<file path="config.mk">
export PLATFORM = sky130hd
export DESIGN_NAME = wb_port_arbiter
export DESIGN_NICKNAME = d
export VERILOG_FILES = /design/src/rtl/wb_port_arbiter.sv
export SDC_FILE = /design/constraint.sdc
export NUM_CORES = 1
export LEC_CHECK = 0
export ABC_AREA = 1
export ABC_CLOCK_PERIOD_IN_PS = 2400
export CORE_ASPECT_RATIO = 1.4
export CORE_MARGIN = 3
export CORE_UTILIZATION = 43
export CTS_CLUSTER_DIAMETER = 150
export DETAILED_ROUTE_END_ITERATION = 8
export HOLD_SLACK_MARGIN = 0.12
export PLACE_DENSITY_LB_ADDON = 0.08
export SYNTH_ARGS = -nofsm -noshare
export SYNTH_HDL_FRONTEND = slang
export SYNTH_SLANG_ARGS = --single-unit
</file>
<file path="constraint.sdc">
create_clock -name clk -period 2.4 [get_ports clk]
set_input_delay 0.24 -clock clk [delete_from_list [all_inputs] [get_ports clk]]
set_output_delay 0.24 -clock clk [all_outputs]
set_load 0.005 [all_outputs]
</file>
<file path="src/rtl/wb_port_arbiter.sv">
// Register-file write-port arbiter: shares the single write port between the
// in-order pipeline write-back path and a long-latency unit (MUL/DIV). Results
// from the long-latency unit queue in a small FIFO. The pipeline normally wins,
// but a starvation counter forces one FIFO drain cycle after STARVE_MAX bypasses.
// A 32-bit scoreboard tracks registers still awaiting a long-latency write.
module wb_port_arbiter #(
    parameter int DEPTH      = 2,
    parameter int STARVE_MAX = 4
) (
    input  logic        clk,
    input  logic        rst,
    input  logic        p_regwrite,
    input  logic [4:0]  p_rd_addr,
    input  logic [31:0] p_rd_data,
    input  logic        iss_valid,
    input  logic [4:0]  iss_rd,
    input  logic        l_valid,
    output logic        l_ready,
    input  logic [4:0]  l_rd_addr,
    input  logic [31:0] l_rd_data,
    output logic        pipe_stall,
    output logic        rf_we,
    output logic [4:0]  rf_waddr,
    output logic [31:0] rf_wdata,
    output logic [31:0] rd_busy
);

    localparam int AW = (DEPTH > 1) ? $clog2(DEPTH) : 1;
    localparam int CW = $clog2(DEPTH + 1);
    localparam int SW = $clog2(STARVE_MAX + 1);

    typedef enum logic {
        ST_NORMAL = 1'b0,
        ST_FORCE  = 1'b1
    } state_t;

    state_t         state;
    state_t         state_next;
    logic [SW-1:0]  stv_cnt;
    logic [SW-1:0]  stv_next;

    logic [4:0]     fifo_addr [DEPTH];
    logic [31:0]    fifo_data [DEPTH];
    logic [AW-1:0]  wr_ptr;
    logic [AW-1:0]  rd_ptr;
    logic [CW-1:0]  count;
    logic [CW-1:0]  count_next;

    logic           empty;
    logic           full;
    logic           push;
    logic           pop;
    logic           p_req;
    logic           grant_pipe;
    logic           commit;
    logic [4:0]     head_addr;
    logic [31:0]    head_data;
    logic [31:0]    busy_next;

    // Request decode: x0 is never a real pipeline write, and a full FIFO
    // refuses new results outright (no push-through while full).
    always_comb begin
        empty     = (count == '0);
        full      = (count == CW'(DEPTH));
        l_ready   = !full;
        push      = l_valid && !full;
        p_req     = p_regwrite && (p_rd_addr != 5'd0);
        head_addr = fifo_addr[rd_ptr];
        head_data = fifo_data[rd_ptr];
    end

    // Arbitration: pipeline first, FIFO when the pipeline is idle, and one
    // forced FIFO grant with the pipeline stalled once it has been starved.
    always_comb begin
        state_next = state;
        stv_next   = stv_cnt;
        grant_pipe = 1'b0;
        pop        = 1'b0;
        pipe_stall = 1'b0;
        case (state)
            ST_NORMAL: begin
                if (p_req) begin
                    grant_pipe = 1'b1;
                    if (!empty) begin
                        stv_next = stv_cnt + SW'(1);
                        if (stv_cnt == SW'(STARVE_MAX - 1)) begin
                            state_next = ST_FORCE;
                        end
                    end else begin
                        stv_next = '0;
                    end
                end else if (!empty) begin
                    pop      = 1'b1;
                    stv_next = '0;
                end else begin
                    stv_next = '0;
                end
            end
            ST_FORCE: begin
                pipe_stall = 1'b1;
                pop        = !empty;
                stv_next   = '0;
                state_next = ST_NORMAL;
            end
            default: begin
                state_next = ST_NORMAL;
                stv_next   = '0;
            end
        endcase
    end

    // A popped result aimed at x0 is drained but never written.
    always_comb begin
        commit = pop && (head_addr != 5'd0);
    end

    // FIFO occupancy follows push/pop; simultaneous push and pop cancel out.
    always_comb begin
        case ({push, pop})
            2'b10:   count_next = count + CW'(1);
            2'b01:   count_next = count - CW'(1);
            default: count_next = count;
        endcase
    end

    // Scoreboard update: a commit clears its register, a new issue sets its
    // register afterwards so that an issue colliding with a commit stays busy.
    always_comb begin
        busy_next = rd_busy;
        if (commit) begin
            busy_next[head_addr] = 1'b0;
        end
        if (iss_valid && (iss_rd != 5'd0)) begin
            busy_next[iss_rd] = 1'b1;
        end
    end

    // Arbiter state register and starvation counter.
    always_ff @(posedge clk) begin
        if (!rst) begin
            state   <= ST_NORMAL;
            stv_cnt <= '0;
        end else begin
            state   <= state_next;
            stv_cnt <= stv_next;
        end
    end

    // FIFO pointers and occupancy; reset throws away any buffered results.
    always_ff @(posedge clk) begin
        if (!rst) begin
            wr_ptr <= '0;
            rd_ptr <= '0;
            count  <= '0;
        end else begin
            if (push) begin
                wr_ptr <= wr_ptr + AW'(1);
            end
            if (pop) begin
                rd_ptr <= rd_ptr + AW'(1);
            end
            count <= count_next;
        end
    end

    // FIFO storage; contents are only meaningful behind the occupancy count.
    always_ff @(posedge clk) begin
        if (push) begin
            fifo_addr[wr_ptr] <= l_rd_addr;
            fifo_data[wr_ptr] <= l_rd_data;
        end
    end

    // Registered write port; address and data hold when nothing is written.
    always_ff @(posedge clk) begin
        if (!rst) begin
            rf_we    <= 1'b0;
            rf_waddr <= 5'd0;
            rf_wdata <= 32'd0;
        end else if (grant_pipe) begin
            rf_we    <= 1'b1;
            rf_waddr <= p_rd_addr;
            rf_wdata <= p_rd_data;
        end else if (commit) begin
            rf_we    <= 1'b1;
            rf_waddr <= head_addr;
            rf_wdata <= head_data;
        end else begin
            rf_we    <= 1'b0;
        end
    end

    // Pending long-latency write scoreboard.
    always_ff @(posedge clk) begin
        if (!rst) begin
            rd_busy <= 32'd0;
        end else begin
            rd_busy <= busy_next;
        end
    end

endmodule

</file>
Word level (Yosys, flattened, before mapping):

Memory sizes are Yosys's and may differ from the RTL's. A register that Yosys moved wholly into a read port is not among the register bits.
Cells that the tools add are included.

* register bits: 78
* memory bits (writable): 74
* output and inout port bits: 72
* logic and storage cells: 74
* memories kept: 2

* add/sub/neg operators: 5
* magnitude comparators: 4
* eq/ne operators: 4
* mux-type cells: 32
* bitwise operators: 4
* reduce and logical (&&, ||, !) cells: 14

Memories
* fifo_data: words 2, width 32, rd ports 1, clocked after Yosys merged registers in 1, wr ports 1, line 43 `logic [31:0] fifo_data [DEPTH];`
* fifo_addr: words 2, width 5, rd ports 1, clocked after Yosys merged registers in 1, wr ports 1, line 42 `logic [4:0] fifo_addr [DEPTH];`

Operators with widths (count)
* $mux W32: 4
* $and A32 B32 Y32: 1
* $not A32 Y32: 1
* $or A32 B32 Y32: 1
* $mux W1: 18
* $reduce_bool A5 Y1: 3
* $lt A5 B6 Y1 const B: 2
* $demux W1 S5: 2
* $ge A5 B1 Y1 const B: 2
* $mux W5: 2
* $logic_and A1 B1 Y1: 6
* $mux W3: 2
* $pmux W3 S2: 1
* $eq A2 B2 Y1 const B: 2
* $pmux W1 S2: 2
* $pmux W2 S2: 1
* $reduce_bool A2 Y1: 2
* $add A3 B1 Y3 const B: 1
* $eq A3 B2 Y1 const B: 1
* $add A1 B1 Y1 const B: 2
* $add A2 B1 Y2 const B: 1
* $eq A2 B1 Y1 const B: 1
* $logic_not A1 Y1: 2
* $logic_not A2 Y1: 1
* other kinds (2): 2

Logic depth before layout (Yosys ltp):

Gate-level depths: netlist of run 1.

* word-level depth: 9
* depth in mapped cells: 12
* gate-level depth less buffers: 10

Worst setup path before layout of run 1:

OpenSTA, ideal clock, no wires.

* path kind: reg-to-reg
* from: reg count[0]
* to: mem fifo_addr[1][0], enable pin
* setup time: 433 ps
* arrival: 2207 ps
* data required time: 1967 ps
* slack: -240 ps
* cell stages (with the launch flop): 5
* path buffers: 0
* clock period less this slack: 2640 ps
* cells stage by stage: dfxtp_1 > inv_1 > nand2_1 > nand2_1 > nor2_1

* longest elaborated chain between the ends: 5

RTL lines
* from (decl): line 46 `logic [CW-1:0] count;`
* from (signal assigned): line 162 `count <= count_next;`
* $eq A2 B2 Y1: line 64 `full = (count == CW'(DEPTH));`
* $logic_not A1 Y1
* net l_ready: line 18 `output logic l_ready,`
* $logic_and A1 B1 Y1: line 66 `push = l_valid && !full;`
* $mux W1: line 168 `if (push) begin`
* $mux W1 (implied by the code): line 169 `fifo_addr[wr_ptr] <= l_rd_addr;`
* to (decl): line 42

The timed path passes the listed nets, and every way through them passes these cells.

==> results of run 1 <==
-- critical path, delay by kind of cell, from the launching register on --
family	cells	cell delay (ns)
buf+inv	2	0.48
flops	1	0.42
simple gates	9	1.00
-- flip-flops by register name, indices dropped and copies added, names as in the netlist, named ones only --
| signal | cells |
|---|---|
| count | 2 |
| fifo_addr | 10 |
| fifo_data | 64 |
| rd_busy | 32 |
| rd_ptr | 1 |
| rf_waddr | 5 |
| rf_wdata | 32 |
| rf_we | 1 |
| state | 1 |
| stv_cnt | 3 |
| wr_ptr | 1 |
-- through the flow --
step                worst slack, ns  util (%)  power, W  hold slack, ns
floorplan                     0.368         -   0.00435           0.339
global placement              0.408      56.2   0.00507           0.409
detailed placement            0.362      56.2   0.00509           0.412
CTS                           0.333      59.8   0.00753           0.381
global route                  0.166      59.8   0.00790           0.386
finish                        0.360      59.8   0.00744           0.394
-- power by group --
group / switching (W) / leakage, nW / internal [W]
Sequential: 0.000123 / 1.34 / 0.00305
Combinational: 0.00111 / 2.17 / 0.000745
Clock: 0.00106 / 0.248 / 0.00135
-- worst paths after layout --
check / slack (ns) / end / from / depth (start not counted)
max: 0.36 / rf_wdata[27]$_SDFFE_PN0P_ / flop / 11
min: 0.39 / fifo_addr[1][1]$_DFFE_PP_ / l_rd_addr[1] / 1
max reg2reg: 0.36 / rf_wdata[27]$_SDFFE_PN0P_ / flop / 11
min reg2reg: 0.42 / stv_cnt[0]$_SDFF_PP0_ / stv_cnt[0]$_SDFF_PP0_ / 1
-- cells in the mapped netlist (all sizes together), types with 2 or more instances --
cell | number | share of area [%]
clkbuf | 31 | 1.7
nand2 | 337 | 19
nand3 | 71 | 5.3
ha | 3 | 0.55
nor4 | 2 | 0.18
a21oi | 75 | 5.5
edfxtp | 74 | 33
nor3 | 5 | 0.37
dfxtp | 79 | 23
nand4 | 6 | 0.55
inv | 69 | 3.8
buf | 14 | 1.7
o21ai | 8 | 0.59
nor2 | 79 | 4.5
-- cells in the final DEF (no fill, tap or decap), types with 2 or more instances in the layout --
master / count
nand2_1: 331
clkdlybuf4s50_1: 154
dfxtp_1: 78
nor2_1: 75
a21oi_1: 74
edfxtp_1: 74
nand3_1: 71
inv_1: 68
clkbuf_16: 17
buf_4: 17
o21ai_0: 8
nand4_1: 6
nand2_2: 5
nor3_1: 5
clkinvlp_4: 5
inv_6: 4
nor2_4: 3
clkinv_1: 3
ha_1: 3
buf_12: 3
nor4_1: 2
-- per-layer routing --
metal	global-route usage (%)	routed length (µm)	up-vias	share of wire [%]
met5	0	0	-	0
met4	6.99	317	0	1.8
met3	5.87	983	24	5.7
met2	35.0	8740	166	51
met1	23.7	7240	2622	42
li1	-	-	3029	-
-- kinds of logic (layout without fill, tap and decap cells) --
logic type / after synthesis / count (layout)
flops: 153 / 153
buf+inv: 115 / 278
compound gates: 83 / 83
fa+ha+maj: 3 / 3
simple gates: 500 / 500
-- final cells by class --
| class | instances | area, µm² | area share, % |
|---|---|---|---|
| Timing Repair Buffer | 176 | 1740 | 19.2 |
| Clock buffer | 19 | 443 | 4.88 |
| Multi-Input combinational cell | 586 | 2490 | 27.5 |
| Inverter | 70 | 263 | 2.89 |
| Tap cell | 192 | 240 | 2.64 |
| Sequential cell | 153 | 3800 | 41.9 |
| Clock inverter | 13 | 93.8 | 1.03 |
-- what timing repair did --
action	CTS	global route
hold endpoints to repair	2	0
buffers inserted	0	0
hold buffers	1	0
==> results.yml, run 1 <==
synthesis:
  synth_compound_area_share_pct: 6.14
  netlist_area_um2: 6760
  synth-edff-count: 74
  synth_top_flop_cell: "dfxtp_1"
  muxShareOfSynthArea_pct: 0
  synthSimpleGateAreaFrac_pct: 29.8
  ys_seq_elements: 153
  synth_top_family_by_area: "simple AND/OR/NAND/NOR gates"
  synth_fa_ha_area_share_pct: 0.555
  ys_seq_area_share_pct: 56.2
  ys_async_sr_fraction_pct: 0
  syn_inst: 854
  postSynthNetCount: 941
  ys_types: 22
  synthXorXnorAreaFrac_pct: 0
  yosysWarnings: 0
  synth.avg_cell_area_um2: 7.92
clock_tree:
  cts_resized: 0
  cts_max_path_buffers: 2
  clkTransAtPathRegs_ns: 0.06
  clk_latency_ns: 0.42
  cts_made_buffers: 17
  cts_sinks: 153
  htreeDepth: 4
  cts_tree: "yes"
  root_buffer: "clkbuf_16"
cells_and_area:
  n_fill_cell: 1418
  instances_no_fill: 1209
  stdcell_area_um2: 9080
  drive_above_1_share_pct: 6.19
  syn2layout_area_growth_pct: 34.3
  finalNetCount: 1091
  antennaDiodeCount: 0
sta:
  report.final.slew_viol_count: 0
  post-route-period-util_pct: 85.0
  worst_pin_slew_ns: 0.609
  hold_viol: 0
  fin_setup_tns_ns: 0
  rsz0062_at_grt: "false"
  relSlewSlack_pct: 59.1
  fmax_mhz: 490
  skew_ns: 0.0191
  setup_viol: 0
  post-route-min-period_ns: 2.04
drt:
  wire_per_inst_um: 14.3
  drtIter0Drc: 332
  first_pass_iters: 5
  num_vias: 5841
  wl_mm: 17.3
  via_per_inst: 4.83
  ant_nets: 0
  drc: 0
setup_path:
  path_cells: "buf_4, nand2_1, nand2_1, nand2_1, nor2_2, nand2_2, nand2_2, buf_12, nand3_1, nand2_1, nor2_1"
  max_stage_delay_ns: 0.42
  critPathLaunchType: "flop"
  path_class: "flop to flop"
  crit_path_end_kind: "flop"
  slowest_stage: "dfxtp_2"
  arrival_ns: 2.36
  critPathRequiredTime_ns: 2.72
  crit_top_cell: "nand2_1"
  worst-path-max-fanout: 40
job:
  drv_cap: 0
power_and_ir_drop:
  ir_drop_mv: 0.473
  power_density_nw_per_um2: 819
  p_leak_nw: 3.76
worst_hold_path:
  holdCritPathClass: "input port to flop"
global_routing:
  overflow: 0
  antenna_found_initial: 0
  grt_pass1_wl_mm: 27.9
  grt_pass1_vias: 5587
  track_usage_pct: 20.1
  grt_max_degree: 114
floorplan:
  ios: 156
  core-area_um2: 15200
  start_util_pct: 44.5
  die_h_um: 154
  die_x_um: 112
  rows: 53
  fp.dieArea_um2: 17300
placement:
  place_hpwl_mm: 11.9
  place_inst: 1176
  gp_congestion: 0.838
  postPlaceCellArea_um2: 8540
  portBuffers: 155
status:
  outcome: "finished, final reports clean"
No activity file was read; power rests on OpenSTA's default activity.
==> inputs of run 2 (changes only) <==
CORE_UTILIZATION = 45   (was 43)
==> results.yml, run 2 (synthesis results as in run 1) <==
status:
  outcome: "finished, final reports clean"
floorplan:
  die_h_um: 151
  core-area_um2: 14600
  rows: 52
  die_x_um: 110
  ios: 156
  start_util_pct: 46.4
  fp.dieArea_um2: 16600
worst_hold_path:
  hp-start: "rst"
  worst_hold_path.num_cells: 3
  worstHoldEndpoint: "rf_wdata[23]$_SDFFE_PN0P_"
  holdCritPathClass: "input port to flop"
setup_path:
  path_cells: "inv_2, nand2_1, nand2_1, nand2_1, nor2_2, nand2_2, nand2_2, buf_12, nand3_1, nand2_1, nor2_1"
  critPathRequiredTime_ns: 2.71
  critPathLaunchType: "flop"
  reg2regPathDepth: 11
  r2r-end: "rf_wdata[21]$_SDFFE_PN0P_"
  arrival_ns: 2.36
  crit_path_end_kind: "flop"
  crit_top_cell: "nand2_1"
  max_stage_delay_ns: 0.33
  r2r_setup_slack_ns: 0.35
  worst-path-max-fanout: 75
  slowest_stage: "dfxtp_2"
  path_class: "flop to flop"
drt:
  wl_mm: 17.2
  ant_nets: 0
  drc: 0
  first_pass_iters: 5
  num_vias: 5873
  via_per_inst: 4.89
  drtIter0Drc: 326
  wire_per_inst_um: 14.3
placement:
  gp_congestion: 0.819
  portBuffers: 155
  place_hpwl_mm: 11.5
clock_tree:
  cts_tree: "yes"
  clk_latency_ns: 0.42
  cts_max_path_buffers: 2
  clkTransAtPathRegs_ns: 0.07
  cts_sinks: 153
  cts_resized: 0
  post_cts_buffers: 0
  htreeDepth: 4
  root_buffer: "clkbuf_16"
  cts-hold-fix-buffers: 0
  cts_made_buffers: 17
cells_and_area:
  largest_reg_flops: 64
  drive_above_1_share_pct: 6.12
  final_common_cell: "nand2_1"
  antennaDiodeCount: 0
  syn2layout_area_growth_pct: 34.8
  finalNetCount: 1087
  largest-register: "fifo_data"
  fin_util_pct: 62.5
  mostFrequentLayoutCells: "nand2_1 (331), clkdlybuf4s50_1 (154), dfxtp_1 (78)"
  top_regs: "fifo_data x64, rd_busy x32, rf_wdata x32"
global_routing:
  grt_pass1_wl_mm: 27.5
  track_usage_pct: 21.6
  grt_pass1_vias: 5477
  antenna_found_initial: 0
  overflow: 0
  grt_max_degree: 114
sta:
  skew_ns: 0.0103
  post-route-min-period_ns: 2.05
  worst_pin_slew_ns: 0.538
  holdWs_ns: 0.289
  fin_setup_tns_ns: 0
  hold_viol: 0
  relSlewSlack_pct: 63.8
  fmax_mhz: 489
  report.final.slew_viol_count: 0
  post-route-period-util_pct: 85.2
  setup_viol: 0
  rsz0062_at_grt: "false"
power_and_ir_drop:
  power_density_nw_per_um2: 844
  p_leak_nw: 3.77
  ir_drop_mv: 0.467
job:
  drv_cap: 0
[run 2: cell count changes in the layout (fill, tap and decap cells not counted)]
cell           before  now
dlygate4sd3_1       1    0
bufinv_16           0    2
clkbuf_8            1    0
inv_6               4    3
buf_12              3    4
inv_8               0    2
buf_4              17   13
clkinv_4            1    2
clkinv_2            1    0
clkinv_1            3    1
[run 2: area by class of cell]
cell class,count,area (µm²)
fillers,1267,5460
flip-flops and latches,153,3800
multi-input cells,586,2490
repair buffers,172,1720
clock buffers,18,429
inverters,70,263
well taps,189,236
clock inverters,14,164
[run 2: worst max path at each step]
stage | endpoint | cells after the start | from
2_1_floorplan | fifo_addr[1][0]$_DFFE_PP_ | 4 | count[0]$_SDFFE_PN0P_
3_3_place_gp | count[1]$_SDFFE_PN0P_ | 10 | p_rd_addr[3]
3_5_place_dp | count[1]$_SDFFE_PN0P_ | 10 | p_rd_addr[3]
4_1_cts | rf_wdata[21]$_SDFFE_PN0P_ | 11 | flop
5_1_grt | rf_wdata[28]$_SDFFE_PN0P_ | 11 | flop
6_report | rf_wdata[21]$_SDFFE_PN0P_ | 11 | flop
[run 2: stage by stage]
step	setup slack (ns)	total power [W]	area, µm²	cells
after CTS	0.344	0.00777	9110	1202
final	0.354	0.00769	9110	1202
after detailed placement	0.291	0.00507	8520	1170
after global placement	0.313	0.00505	8520	1170
after global routing	0.107	0.00813	9110	1202
after floorplan	0.368	0.00435	6770	854
[run 2: routing by layer]
metal / GRT usage (%) / vias up / routed length (µm)
li1: - / 3025 / -
met1: 27.0 / 2651 / 7210
met2: 36.2 / 175 / 8560
met3: 5.37 / 22 / 1120
met4: 7.80 / 0 / 321
met5: 0 / - / 0
[run 2: power breakdown]
part / total, W / leakage (nW) / internal (W) / switching (W)
clock network: 0.00269 / 0.274 / 0.00156 / 0.00114
registers: 0.00317 / 1.34 / 0.00305 / 0.000115
logic: 0.00183 / 2.16 / 0.000728 / 0.00111
total: 0.00769 / 3.77 / 0.00534 / 0.00236
[run 2: worst max-delay path: cells and delay by family, from the launching register on]
family / cells / cell delay (ns)
simple gates: 9 / 1.00
buf+inv: 2 / 0.56
flops: 1 / 0.33
==> edit: new RTL, settings of run 1 <==
Make the reset (`rst`) asynchronous in 4 clocked blocks.
--- a/src/rtl/wb_port_arbiter.sv
+++ b/src/rtl/wb_port_arbiter.sv
@@ -136,7 +136,7 @@
     end
 
     // Arbiter state register and starvation counter.
-    always_ff @(posedge clk) begin
+    always_ff @(posedge clk or negedge rst) begin
         if (!rst) begin
             state   <= ST_NORMAL;
             stv_cnt <= '0;
@@ -147,7 +147,7 @@
     end
 
     // FIFO pointers and occupancy; reset throws away any buffered results.
-    always_ff @(posedge clk) begin
+    always_ff @(posedge clk or negedge rst) begin
         if (!rst) begin
             wr_ptr <= '0;
             rd_ptr <= '0;
@@ -172,7 +172,7 @@
     end
 
     // Registered write port; address and data hold when nothing is written.
-    always_ff @(posedge clk) begin
+    always_ff @(posedge clk or negedge rst) begin
         if (!rst) begin
             rf_we    <= 1'b0;
             rf_waddr <= 5'd0;
@@ -191,7 +191,7 @@
     end
 
     // Pending long-latency write scoreboard.
-    always_ff @(posedge clk) begin
+    always_ff @(posedge clk or negedge rst) begin
         if (!rst) begin
             rd_busy <= 32'd0;
         end else begin
Formal check against the unedited RTL: differs if rst is asserted again (counterexample within 4 cycles, from zero or initial values and one cycle with rst low); with rst held inactive, the same outputs for 4 cycles.
==> edit against run 1 <==
- critical endpoint is now rf_wdata[31]
- clock skew fell by 0.0059 ns
- area after synthesis down 1.1%
- die area fell by 1.1%
- design area up 0.14%
- routed wire length up 0.13%
- critical path type unchanged
- largest cell class unchanged
- sequential cell count decreased by 1
- first-iteration DRC count down 29%
- worst hold slack got worse by 0.012 ns
- critical path depth is 2 lower
- setup slack lost 0.070 ns
- highest routed layer unchanged
- count of clock-buffer cells in the layout is 2 lower
Power is not compared: it rests on default switching activity, and its combinational part moved more than twofold at a synthesized area within 25%.
==> edit: results <==
{
  "worstReg2RegStart": "rd_ptr",
  "ir_drop_v": 0.000555,
  "drive_gt1_frac": 0.0690,
  "yosys.cell_count.top_type": "nand2_1",
  "wl_per_cell_um": 15.4,
  "htree_num_levels": 4,
  "synth_common_cells": "nand2_1 (405), dfrtp_1 (78), edfxtp_1 (74), nand3_1 (69), nor2_1 (37)",
  "synthTopCellsByArea": "edfxtp_1 (33%), dfrtp_1 (29%), nand2_1 (23%), nand3_1 (5.2%), nor2_1 (2.1%)",
  "clk_pin_slew_ns": 0.07,
  "placed_area_sq_um": 8500,
  "skew_ns": 0.0132,
  "yosys_warnings": 0,
  "synthArstFlopShare": 0.513,
  "io_buffer_count": 155,
  "muxShareOfSynthArea": 0,
  "grtUsageMet3": 0.0421,
  "synthAdderAreaFrac": 0.00561,
  "drt_iter0_drc": 236,
  "grt_use_met1": 0.240,
  "cp.arrival_ns": 2.46,
  "yosysUniqueCellTypes": 22,
  "use_met2": 0.367,
  "antenna_found_initial": 0,
  "top_regs": "fifo_data (64), rd_busy (32), rf_wdata (32)",
  "synth_edf_count": 74,
  "syn_nets": 843,
  "num-nets-final": 1003,
  "vias": 5519,
  "root_buffer": "clkbuf_16",
  "r2r-end": "rf_wdata[31]",
  "hold_path_class": "in -> async",
  "critical-path-top-delay-family": "simple AND/OR/NAND/NOR gates",
  "synth_top_flop_cell": "dfrtp_1",
  "numCtsBuffers": 17,
  "reg2reg_depth": 9,
  "antenna_cells": 0,
  "synth_xor_area_frac": 0.00393,
  "worst_slew_pin_slew_ns": 0.622,
  "outcome": "complete, no violations",
  "worstPathMaxFanout": 37,
  "nFillCells": 1329,
  "cp_slowest_stage_delay_ns": 0.53,
  "drt_pre_antenna_iters": 5,
  "seq_area_frac_synth": 0.624,
  "cts_setup_buffers": 0,
  "leakage_nw": 4.16,
  "insertion_delay_ns": 0.42,
  "synth_compound_area_frac": 0.00730,
  "drv_cap": 0,
  "cts_max_path_buffers": 2,
  "r2r_setup_slack_ns": 0.29,
  "dpl.hpwl_um": 12100,
  "grt_first_pass_wirelength_um": 27700,
  "grt_max_degree": 55,
  "critical-path-slowest-cell": "dfrtp_1",
  "grt_usage": 0.203,
  "gp_congestion": 0.811
}
[edit: worst max path at each step]
stage | from | end | cells after the start
floorplan | count[0] | fifo_addr[1][0] | 4
global placement | p_rd_addr[3] | count[1] | 8
detailed placement | rd_ptr | rf_wdata[12] | 9
CTS | rd_ptr | rf_wdata[31] | 9
global route | rd_ptr | rf_wdata[13] | 9
finish | rd_ptr | rf_wdata[31] | 9
[edit: power by group]
group	total (W)	internal, W	switching (W)
logic	0.00374	0.00175	0.00199
registers	0.00411	0.00365	0.000455
clock network	0.00265	0.00148	0.00117
[edit: metal layers]
layer	share of wire	vias up
li1	-	2726
met2	0.54	159
met4	0.013	0
met3	0.049	18
met5	0	-
met1	0.40	2616
[edit: kinds of logic (layout without fill, tap and decap cells)]
| logic type | after synthesis | count (layout) |
|---|---|---|
| AOI/OAI and AO/OA | 9 | 9 |
| xor gates and xnor gates | 3 | 3 |
| adders and majority gates | 3 | 3 |
| buffers and inverters | 61 | 233 |
| DFF | 152 | 152 |
| and+or+nand+nor | 528 | 528 |
[edit: through the flow]
stage                util  total power [W]  hold WS (ns)  std cells  setup WS [ns]
finish              0.602           0.0105         0.382       1120          0.290
global route        0.602           0.0112         0.390       1120         0.0692
CTS                 0.601           0.0106         0.379       1120          0.207
detailed placement  0.562          0.00795         0.306       1088          0.218
global placement    0.562          0.00780         0.299       1088          0.351
floorplan               -          0.00597       -0.0556        756          0.355
[edit: what timing repair did]
| item | in CTS | in global routing |
|---|---|---|
| gates resized for setup | 0 | 1 |
| endpoints found under the setup margin | 0 | 11 |
| endpoints found under the hold margin | 43 | 0 |
| hold buffers | 1 | 0 |
[edit: cell type report]
class,instances,area [sq um],area share
clock buffer,17,425,0.0468
clock inverter,14,154,0.0169
inverter,28,105,0.0116
multi-input combinational,543,2250,0.247
sequential,152,4170,0.459
tap,192,240,0.0264
timing repair buffer,174,1750,0.192
